## config.mk

```make
export PLATFORM = sky130hd
export DESIGN_NAME = booth_radix4_mult_flat
export DESIGN_NICKNAME = d
export VERILOG_FILES = /design/src/rtl/booth_radix4_mult_if.sv /design/src/rtl/booth_radix4_mult.sv /design/src/flat_wrapper.sv
export SDC_FILE = /design/constraint.sdc
export NUM_CORES = 1
export LEC_CHECK = 0
export CORE_AREA = 2 2 78 80
export DETAILED_ROUTE_END_ITERATION = 10
export DIE_AREA = 0 0 80 82
export PLACE_DENSITY = 0.86
export SLEW_MARGIN = 20
export SYNTH_ARGS = -nofsm -noshare
export SYNTH_HDL_FRONTEND = slang
export SYNTH_SLANG_ARGS = --single-unit
```

## constraint.sdc

```tcl
create_clock -name clk -period 4.55 [get_ports clk]
set_clock_uncertainty 0.05 [all_clocks]
set_input_delay 0.91 -clock clk [delete_from_list [all_inputs] [get_ports clk]]
set_output_delay 0.91 -clock clk [all_outputs]
set_load 0.01 [all_outputs]
```

## src/rtl/booth_radix4_mult_if.sv

```systemverilog
// Operand/handshake/result bundle for the radix-4 Booth multiplier.
// The master drives the request side, the slave (the multiplier) answers
// with busy/done and the product.
interface booth_radix4_mult_if #(
   parameter int WIDTH = 8
);
   logic                 start;
   logic                 signed_op;
   logic [WIDTH-1:0]     multiplier;
   logic [WIDTH-1:0]     multiplicand;
   logic                 busy;
   logic                 done;
   logic [2*WIDTH-1:0]   product;

   modport master (
      output start, signed_op, multiplier, multiplicand,
      input  busy, done, product
   );

   modport slave (
      input  start, signed_op, multiplier, multiplicand,
      output busy, done, product
   );
endinterface

```

## src/rtl/booth_radix4_mult.sv

```systemverilog
// Sequential radix-4 Booth multiplier.
// Operands are extended to an even width EXT (one guard bit above WIDTH so
// unsigned operands become non-negative signed values), then ITER = EXT/2
// Booth steps each retire two multiplier bits. The low 2*WIDTH bits of the
// {A,Q} result are the exact product in either signed or unsigned mode.
// A zero operand skips the iterations and finishes on the next cycle.
module booth_radix4_mult #(
   parameter int WIDTH = 8
) (
   input  logic               clk,
   input  logic               reset,   // active-low, asynchronous assert
   booth_radix4_mult_if.slave bus
);
   localparam int EXT  = ((WIDTH + 1) % 2 == 0) ? (WIDTH + 1) : (WIDTH + 2);
   localparam int ITER = EXT / 2;
   localparam int AW   = EXT + 2;               // accumulator width
   localparam int CW   = $clog2(ITER + 1);

   typedef enum logic [1:0] {
      IDLE = 2'd0,
      RUN  = 2'd1,
      DONE = 2'd2
   } state_t;

   state_t               state_reg, state_next;
   logic [AW-1:0]        acc_reg, acc_next;
   logic [AW-1:0]        m_reg, m_next;
   logic [EXT-1:0]       q_reg, q_next;
   logic                 q_m1_reg, q_m1_next;
   logic [CW-1:0]        cnt_reg, cnt_next;
   logic [2*WIDTH-1:0]   product_reg, product_next;

   // Extended operands presented at acceptance time
   logic [EXT-1:0]       q_ext;
   logic [AW-1:0]        m_ext;
   logic                 zero_op;

   // One Booth step worth of datapath
   logic [AW-1:0]        m_x2;
   logic [AW-1:0]        addend;
   logic [AW-1:0]        sum;
   logic [AW-1:0]        acc_sh;
   logic [EXT-1:0]       q_sh;
   logic                 q_m1_sh;

   // Sign- or zero-extend the incoming operands according to signed_op
   always_comb begin
      q_ext   = {{(EXT-WIDTH){bus.signed_op & bus.multiplier[WIDTH-1]}}, bus.multiplier};
      m_ext   = {{(AW-WIDTH){bus.signed_op & bus.multiplicand[WIDTH-1]}}, bus.multiplicand};
      zero_op = (bus.multiplier == '0) || (bus.multiplicand == '0);
   end

   // Booth recoding of {q[1],q[0],q[-1]}, add, then arithmetic shift by two
   always_comb begin
      m_x2 = {m_reg[AW-2:0], 1'b0};
      case ({q_reg[1:0], q_m1_reg})
         3'b001, 3'b010: addend = m_reg;
         3'b011:         addend = m_x2;
         3'b100:         addend = ~m_x2 + {{(AW-1){1'b0}}, 1'b1};
         3'b101, 3'b110: addend = ~m_reg + {{(AW-1){1'b0}}, 1'b1};
         default:        addend = '0;
      endcase
      sum     = acc_reg + addend;
      acc_sh  = {{2{sum[AW-1]}}, sum[AW-1:2]};
      q_sh    = {sum[1:0], q_reg[EXT-1:2]};
      q_m1_sh = q_reg[1];
   end

   // Next-state and datapath update; everything holds unless a state acts
   always_comb begin
      state_next   = state_reg;
      acc_next     = acc_reg;
      m_next       = m_reg;
      q_next       = q_reg;
      q_m1_next    = q_m1_reg;
      cnt_next     = cnt_reg;
      product_next = product_reg;
      case (state_reg)
         IDLE: begin
            if (bus.start) begin
               q_next    = q_ext;
               m_next    = m_ext;
               acc_next  = '0;
               q_m1_next = 1'b0;
               cnt_next  = '0;
               if (zero_op) begin
                  product_next = '0;
                  state_next   = DONE;
               end else begin
                  state_next   = RUN;
               end
            end
         end
         RUN: begin
            acc_next  = acc_sh;
            q_next    = q_sh;
            q_m1_next = q_m1_sh;
            cnt_next  = cnt_reg + CW'(1);
            if (cnt_reg == CW'(ITER - 1)) begin
               // Result is loaded on the edge entering DONE so it is valid with done
               product_next = (2*WIDTH)'({acc_sh, q_sh});
               state_next   = DONE;
            end
         end
         DONE: begin
            state_next = IDLE;
         end
         default: begin
            state_next = IDLE;
         end
      endcase
   end

   // FSM state register
   always_ff @(posedge clk or negedge reset) begin
      if (!reset) begin
         state_reg <= IDLE;
      end else begin
         state_reg <= state_next;
      end
   end

   // Datapath and result registers
   always_ff @(posedge clk or negedge reset) begin
      if (!reset) begin
         acc_reg     <= '0;
         m_reg       <= '0;
         q_reg       <= '0;
         q_m1_reg    <= 1'b0;
         cnt_reg     <= '0;
         product_reg <= '0;
      end else begin
         acc_reg     <= acc_next;
         m_reg       <= m_next;
         q_reg       <= q_next;
         q_m1_reg    <= q_m1_next;
         cnt_reg     <= cnt_next;
         product_reg <= product_next;
      end
   end

   assign bus.busy    = (state_reg != IDLE);
   assign bus.done    = (state_reg == DONE);
   assign bus.product = product_reg;

endmodule
```

## src/flat_wrapper.sv

```systemverilog
// flat-port wrapper written by rule: the top's interface ports become plain ports
module booth_radix4_mult_flat 
#(
   parameter int WIDTH = 8
)
  (clk, reset, bus_start, bus_signed_op, bus_multiplier, bus_multiplicand, bus_busy, bus_done, bus_product);
  booth_radix4_mult_if #(.WIDTH(WIDTH)) bus_i ();
  input  logic clk;
  input  logic reset;
  input wire logic [$bits(bus_i.start)-1:0] bus_start;
  input wire logic [$bits(bus_i.signed_op)-1:0] bus_signed_op;
  input wire logic [$bits(bus_i.multiplier)-1:0] bus_multiplier;
  input wire logic [$bits(bus_i.multiplicand)-1:0] bus_multiplicand;
  output wire logic [$bits(bus_i.busy)-1:0] bus_busy;
  output wire logic [$bits(bus_i.done)-1:0] bus_done;
  output wire logic [$bits(bus_i.product)-1:0] bus_product;
  assign bus_i.start = bus_start;
  assign bus_i.signed_op = bus_signed_op;
  assign bus_i.multiplier = bus_multiplier;
  assign bus_i.multiplicand = bus_multiplicand;
  assign bus_busy = bus_i.busy;
  assign bus_done = bus_i.done;
  assign bus_product = bus_i.product;
  booth_radix4_mult #(.WIDTH(WIDTH)) u_core (.clk(clk), .reset(reset), .bus(bus_i));
endmodule
```

# Yosys cells after proc, flatten, opt, wreduce, memory -nomap -nowiden
# Index checks and enable logic that the tools add are counted.
[totals]
elab_cells = 56
inputBits = 20
regBits = 53
[classes]
reduce_logical = 12
n_eq_ne = 12
n_bitwise = 4
n_mux = 17
addsub = 4
[ops]
columns = ["op", "n"]
rows = [
  ["$mux 16", 3],
  ["$pmux 12 s4", 1],
  ["$pmux 16 s2", 1],
  ["$add 12x1->12 const B", 2],
  ["$not 12->12", 2],
  ["$pmux 12 s2", 1],
  ["$pmux 10 s2", 1],
  ["$logic_not 8->1", 2],
  ["$add 12x12->12", 1],
  ["$eq 3x3->1 const B", 4],
  ["$mux 12", 1],
  ["$mux 10", 1],
  ["$eq 3x2->1 const B", 2],
  ["$mux 2", 3],
  ["$pmux 3 s2", 1],
  ["$reduce_and 2->1", 3],
  ["$ne 2x1->1 const B", 2],
  ["$pmux 2 s2", 1],
  ["$reduce_and 4->1", 1],
  ["$reduce_bool 2->1", 2],
  ["$reduce_or 2->1", 2],
  ["$add 3x1->3 const B", 1],
  ["$eq 3x1->1 const B", 1],
  ["$mux 3", 1],
  ["other kinds (8)", 9],
]

# Longest topological paths before layout
[logic_depth]
word_depth = 6
ltp_mapped = 17

# Least setup slack after synthesis
# OpenSTA, ideal clock, no wires.
[synth_timing]
path_kind = "register -> register"
from = "register u_core.q_m1_reg"
to = "register u_core.acc_reg[8]"
stages_incl_launch_ff = 15
path_slack_ps = 1334
t_arrival_ps = 3045
path_buffers = 2
required_ps = 4379
synth_period_minus_slack_ps = 3216
cell_sequence = "dfrtp_1 clkbuf_1 and2_1 clkbuf_1 and2_1 a21oi_1 o21ai_0 fa_1 a211oi_1 nor2_1 or4_1 a31oi_1 o21ai_0 xor2_1 a22o_1"
[synth_via]
elab_chain_cells = 5
[synth_rtl]
columns = ["item", "line", "text"]
rows = [
  ["start: declaration", "booth_radix4_mult.sv:29", "logic q_m1_reg, q_m1_next;"],
  ["start signal: assignment", "booth_radix4_mult.sv:136", "q_m1_reg <= q_m1_next;"],
  ["$eq 3x3->1, or another cell as far along", "booth_radix4_mult.sv:56", "case ({q_reg[1:0], q_m1_reg})"],
  ["$reduce_or 2->1", "booth_radix4_mult.sv:56", ""],
  ["$pmux 12 s4 *", "booth_radix4_mult.sv:56", ""],
  ["$add 12x12->12 *", "booth_radix4_mult.sv:63", "sum = acc_reg + addend;"],
  ["$pmux 12 s2 *", "booth_radix4_mult.sv:78", "case (state_reg)"],
  ["end signal: assignment", "booth_radix4_mult.sv:133", "acc_reg <= acc_next;"],
  ["end: declaration", "booth_radix4_mult.sv:26", "logic [AW-1:0] acc_reg, acc_next;"],
]
# Mark *: on every way between the ends. The rest lies on a longest branch, timed or not.
# A chain may end at the register's enable or synchronous reset.

# Final worst setup path
[layout_timing]
from = "register u_core.q_reg[1]"
to = "register u_core.acc_reg[8]"
[layout_via]
elab_chain_cells = 5
[layout_rtl]
columns = ["item", "line", "text"]
rows = [
  ["start: declaration", "booth_radix4_mult.sv:28", "logic [EXT-1:0] q_reg, q_next;"],
  ["start signal: assignment", "booth_radix4_mult.sv:135", "q_reg <= q_next;"],
  ["$eq 3x3->1, or another cell as far along", "booth_radix4_mult.sv:56", ""],
  ["$reduce_or 2->1", "booth_radix4_mult.sv:56", ""],
  ["$pmux 12 s4 *", "booth_radix4_mult.sv:56", ""],
  ["$add 12x12->12 *", "booth_radix4_mult.sv:63", ""],
  ["$pmux 12 s2 *", "booth_radix4_mult.sv:78", ""],
]
# Marked as above.

==> flow_metrics.env <==
export IMPL_p_seq_frac=0.315
export IMPL_io_pin_count=38
export IMPL_path_buf_inv=1
export IMPL_synth_ff_type="dfrtp_1"
export IMPL_rsz0062_at_grt="false"
export IMPL_crit_cells=12
export IMPL_p_int_mw=1.54
export IMPL_routedWlPerCell_um=15.7
export IMPL_postSynthCellCount=363
export IMPL_grt_max_degree=52
export IMPL_worstPathRequired_ns=4.71
export IMPL_grt_pass1_vias=2668
export IMPL_coreArea_um2=5750
export IMPL_cts_root_buf="clkbuf_8"
export IMPL_synth_seq_area_share=0.407
export IMPL_crit_end="u_core.acc_reg[8]"
export IMPL_htree_levels=2
export IMPL_crit_fanout=19
export IMPL_clkPwrFrac=0.095
export IMPL_period_minus_slack_ns=3.68
export IMPL_firstDrtPassIters=4
export IMPL_fin_tns_setup_ns=0
export IMPL_place_ws_ns=0.938
export IMPL_start_util=0.546
export IMPL_antenna_found_initial=0
export IMPL_ir_drop_v=0.000354
export IMPL_drive_gt1_frac=0.0742
export IMPL_hold_path_class="register to register"
export IMPL_ys_async_sr_fraction=1.00
export IMPL_syn_area_um2=3130
export IMPL_final_cell_mix="nand2_1 (69), dfrtp_1 (51), o21ai_0 (39), clkdlybuf4s50_1 (36), a21oi_1 (23)"
export IMPL_vias=2756
export IMPL_crit_path_end_kind="register"
export IMPL_nNetsFinal=425
export IMPL_total_power_mw=2.89
export IMPL_die_h_um=82
export IMPL_cts_sinks=51
export IMPL_post_cts_buffers=0
export IMPL_synth_edff_count=0
export IMPL_cts_hold_buf=0
export IMPL_gr_usage_all_layers=0.242
export IMPL_netSwitchingFraction=0.467
export IMPL_grt_pass1_wl_mm=12.6
export IMPL_hold_violations=0
export IMPL_cp_data_arrival_time_ns=3.83
export IMPL_setup_ws_ns=0.873
export IMPL_worstSetupStartpointType="register"
export IMPL_ctsLongestPathBuffers=2
export IMPL_timing_fmax_ghz=0.272
export IMPL_cp_cell_sequence="inv_1 -> and2_1 -> a21oi_1 -> o21ai_0 -> fa_1 -> a211oi_1 -> nor2_1 -> or4_1 -> a31oi_1 -> o21ai_0 -> xor2_1 -> a22o_1"
export IMPL_yosysTopAreaCellShare=0.407
export IMPL_nFillCells=508
export IMPL_avgSynthCellArea_um2=8.63
export IMPL_r2r_start="u_core.q_reg[1]"
export IMPL_yosys_cell_types_count=49
export IMPL_grt_ovfl_total=0
export IMPL_area_growth_pct=15.8
export IMPL_slew_viol_final=0
export IMPL_tightest_slew_ns=0.673
export IMPL_slew_headroom=0.551
export IMPL_rows=28
export IMPL_largest_reg_flops=16
export IMPL_post_route_util=0.632
export IMPL_fin_cells=466
export IMPL_cts_tree="done"
export IMPL_crit_start="u_core.q_reg[1]"
export IMPL_leakagePower_nw=1.60
export IMPL_rrSetupSlack_ns=0.87
export IMPL_wl_mm=7.33
export IMPL_setup_worst_path_class="register to register"
export IMPL_clkTransAtPathRegs_ns=0.10
export IMPL_io_buffers=37
export IMPL_synth_nets=398
export IMPL_mostFrequentLayoutCell="nand2_1"
export IMPL_switchingPower_mw=1.35
export IMPL_placed_cells=458
export IMPL_power_frac_comb=0.590
export IMPL_synth_area_top_cells="dfrtp_1 (41%), nand2_1 (8.3%), o21ai_0 (6.2%)"
export IMPL_clk_insertion_delay_late_ns=0.31
export IMPL_die_area_um2=6560
export IMPL_critPathSlowestCell="dfrtp_1"
export IMPL_cap_violations=0
export IMPL_place_gp_congestion=0.911
export IMPL_dp_hpwl_mm=5.40
export IMPL_yosysTopAreaCell="dfrtp_1"
export IMPL_drc=0
export IMPL_ys_ff_latch=51
export IMPL_antennaDiodeCount=0
export IMPL_drt_iter0_drc=213
export IMPL_cts_buffers_inserted=5
export IMPL_period_share=0.808
export IMPL_cts_resized=0
export IMPL_viasPerCell=5.91
export IMPL_setup_violations=0
export IMPL_ant_nets=0
export IMPL_crit_family="compound AO/OA/AOI/OAI gates"
export IMPL_die_w_um=80
export IMPL_critPathMostFrequentCell="o21ai_0"
export IMPL_yosys_warnings=0
export IMPL_power_density_nw_per_um2=796
export IMPL_status="completed"
export IMPL_r2r_cells=12
export IMPL_max_stage_delay_ns=0.71
export IMPL_timing_rr_end="u_core.acc_reg[8]"
[power by group through the flow]
stage               clock network (mW)  logic, mW  registers, mW
floorplan                            0       1.30          0.808
global placement                     0       1.63          0.899
detailed placement                   0       1.69          0.911
CTS                              0.285       1.70          0.902
global route                     0.296       1.91          0.944
finish                           0.276       1.71          0.910
[how the worst min path moves through the flow]
stage                                     start                    end  cells past startpoint
after detailed placement  u_core.bus.product[8]  u_core.bus.product[8]                      2
final                     u_core.bus.product[8]  u_core.bus.product[8]                      2
after CTS                 u_core.bus.product[8]  u_core.bus.product[8]                      2
after global routing      u_core.bus.product[8]  u_core.bus.product[8]                      2
after floorplan               u_core.acc_reg[3]      u_core.acc_reg[3]                      2
after global placement    u_core.bus.product[3]  u_core.bus.product[3]                      2
[worst reg2reg max path: cells and delay by family (launching register included)]
family / cells / cell delay (ns)
flops: 1 / 0.71
compound gates: 6 / 1.12
xor+xnor: 1 / 0.15
simple gates: 3 / 0.76
buf+inv: 1 / 0.29
fa+ha+maj: 1 / 0.49
[layer usage]
metal	routed length, um	global-route usage
met5	0	0
met4	108	0.0780
met3	334	0.0385
met2	3760	0.417
met1	3130	0.314
[logic make-up after synthesis]
logic type / count (synthesis) / share of synthesized area
compound gates: 108 / 0.217
buf+inv: 33 / 0.0431
mux: 8 / 0.0287
simple gates: 132 / 0.197
flops: 51 / 0.407
fa+ha+maj: 15 / 0.0623
xor+xnor: 16 / 0.0447
[Yosys cell counts (all sizes together), types with 9 or more instances]
cell / instances
nand2: 69
dfrtp: 51
o21ai: 39
a21oi: 24
nor2: 20
clkbuf: 14
ha: 14
inv: 11
nor2b: 11
o211ai: 9
[per-stage QoR]
step                hold slack, ns  area [um^2]
finish                       0.436         3630
floorplan                    0.402         3130
global placement             0.412         3540
global route                 0.456         3630
detailed placement           0.420         3540
CTS                          0.444         3630
[cell type report]
cell class | instances | area (um^2) | share of cell area
timing repair buffer | 42 | 405 | 0.112
clock inverter | 3 | 22.5 | 0.00620
tap | 75 | 93.8 | 0.0258
sequential | 51 | 1280 | 0.351
inverter | 11 | 41.3 | 0.0114
clock buffer | 5 | 68.8 | 0.0190
multi-input combinational | 279 | 1720 | 0.474
Note: power is estimated with default switching activity, not from simulation.
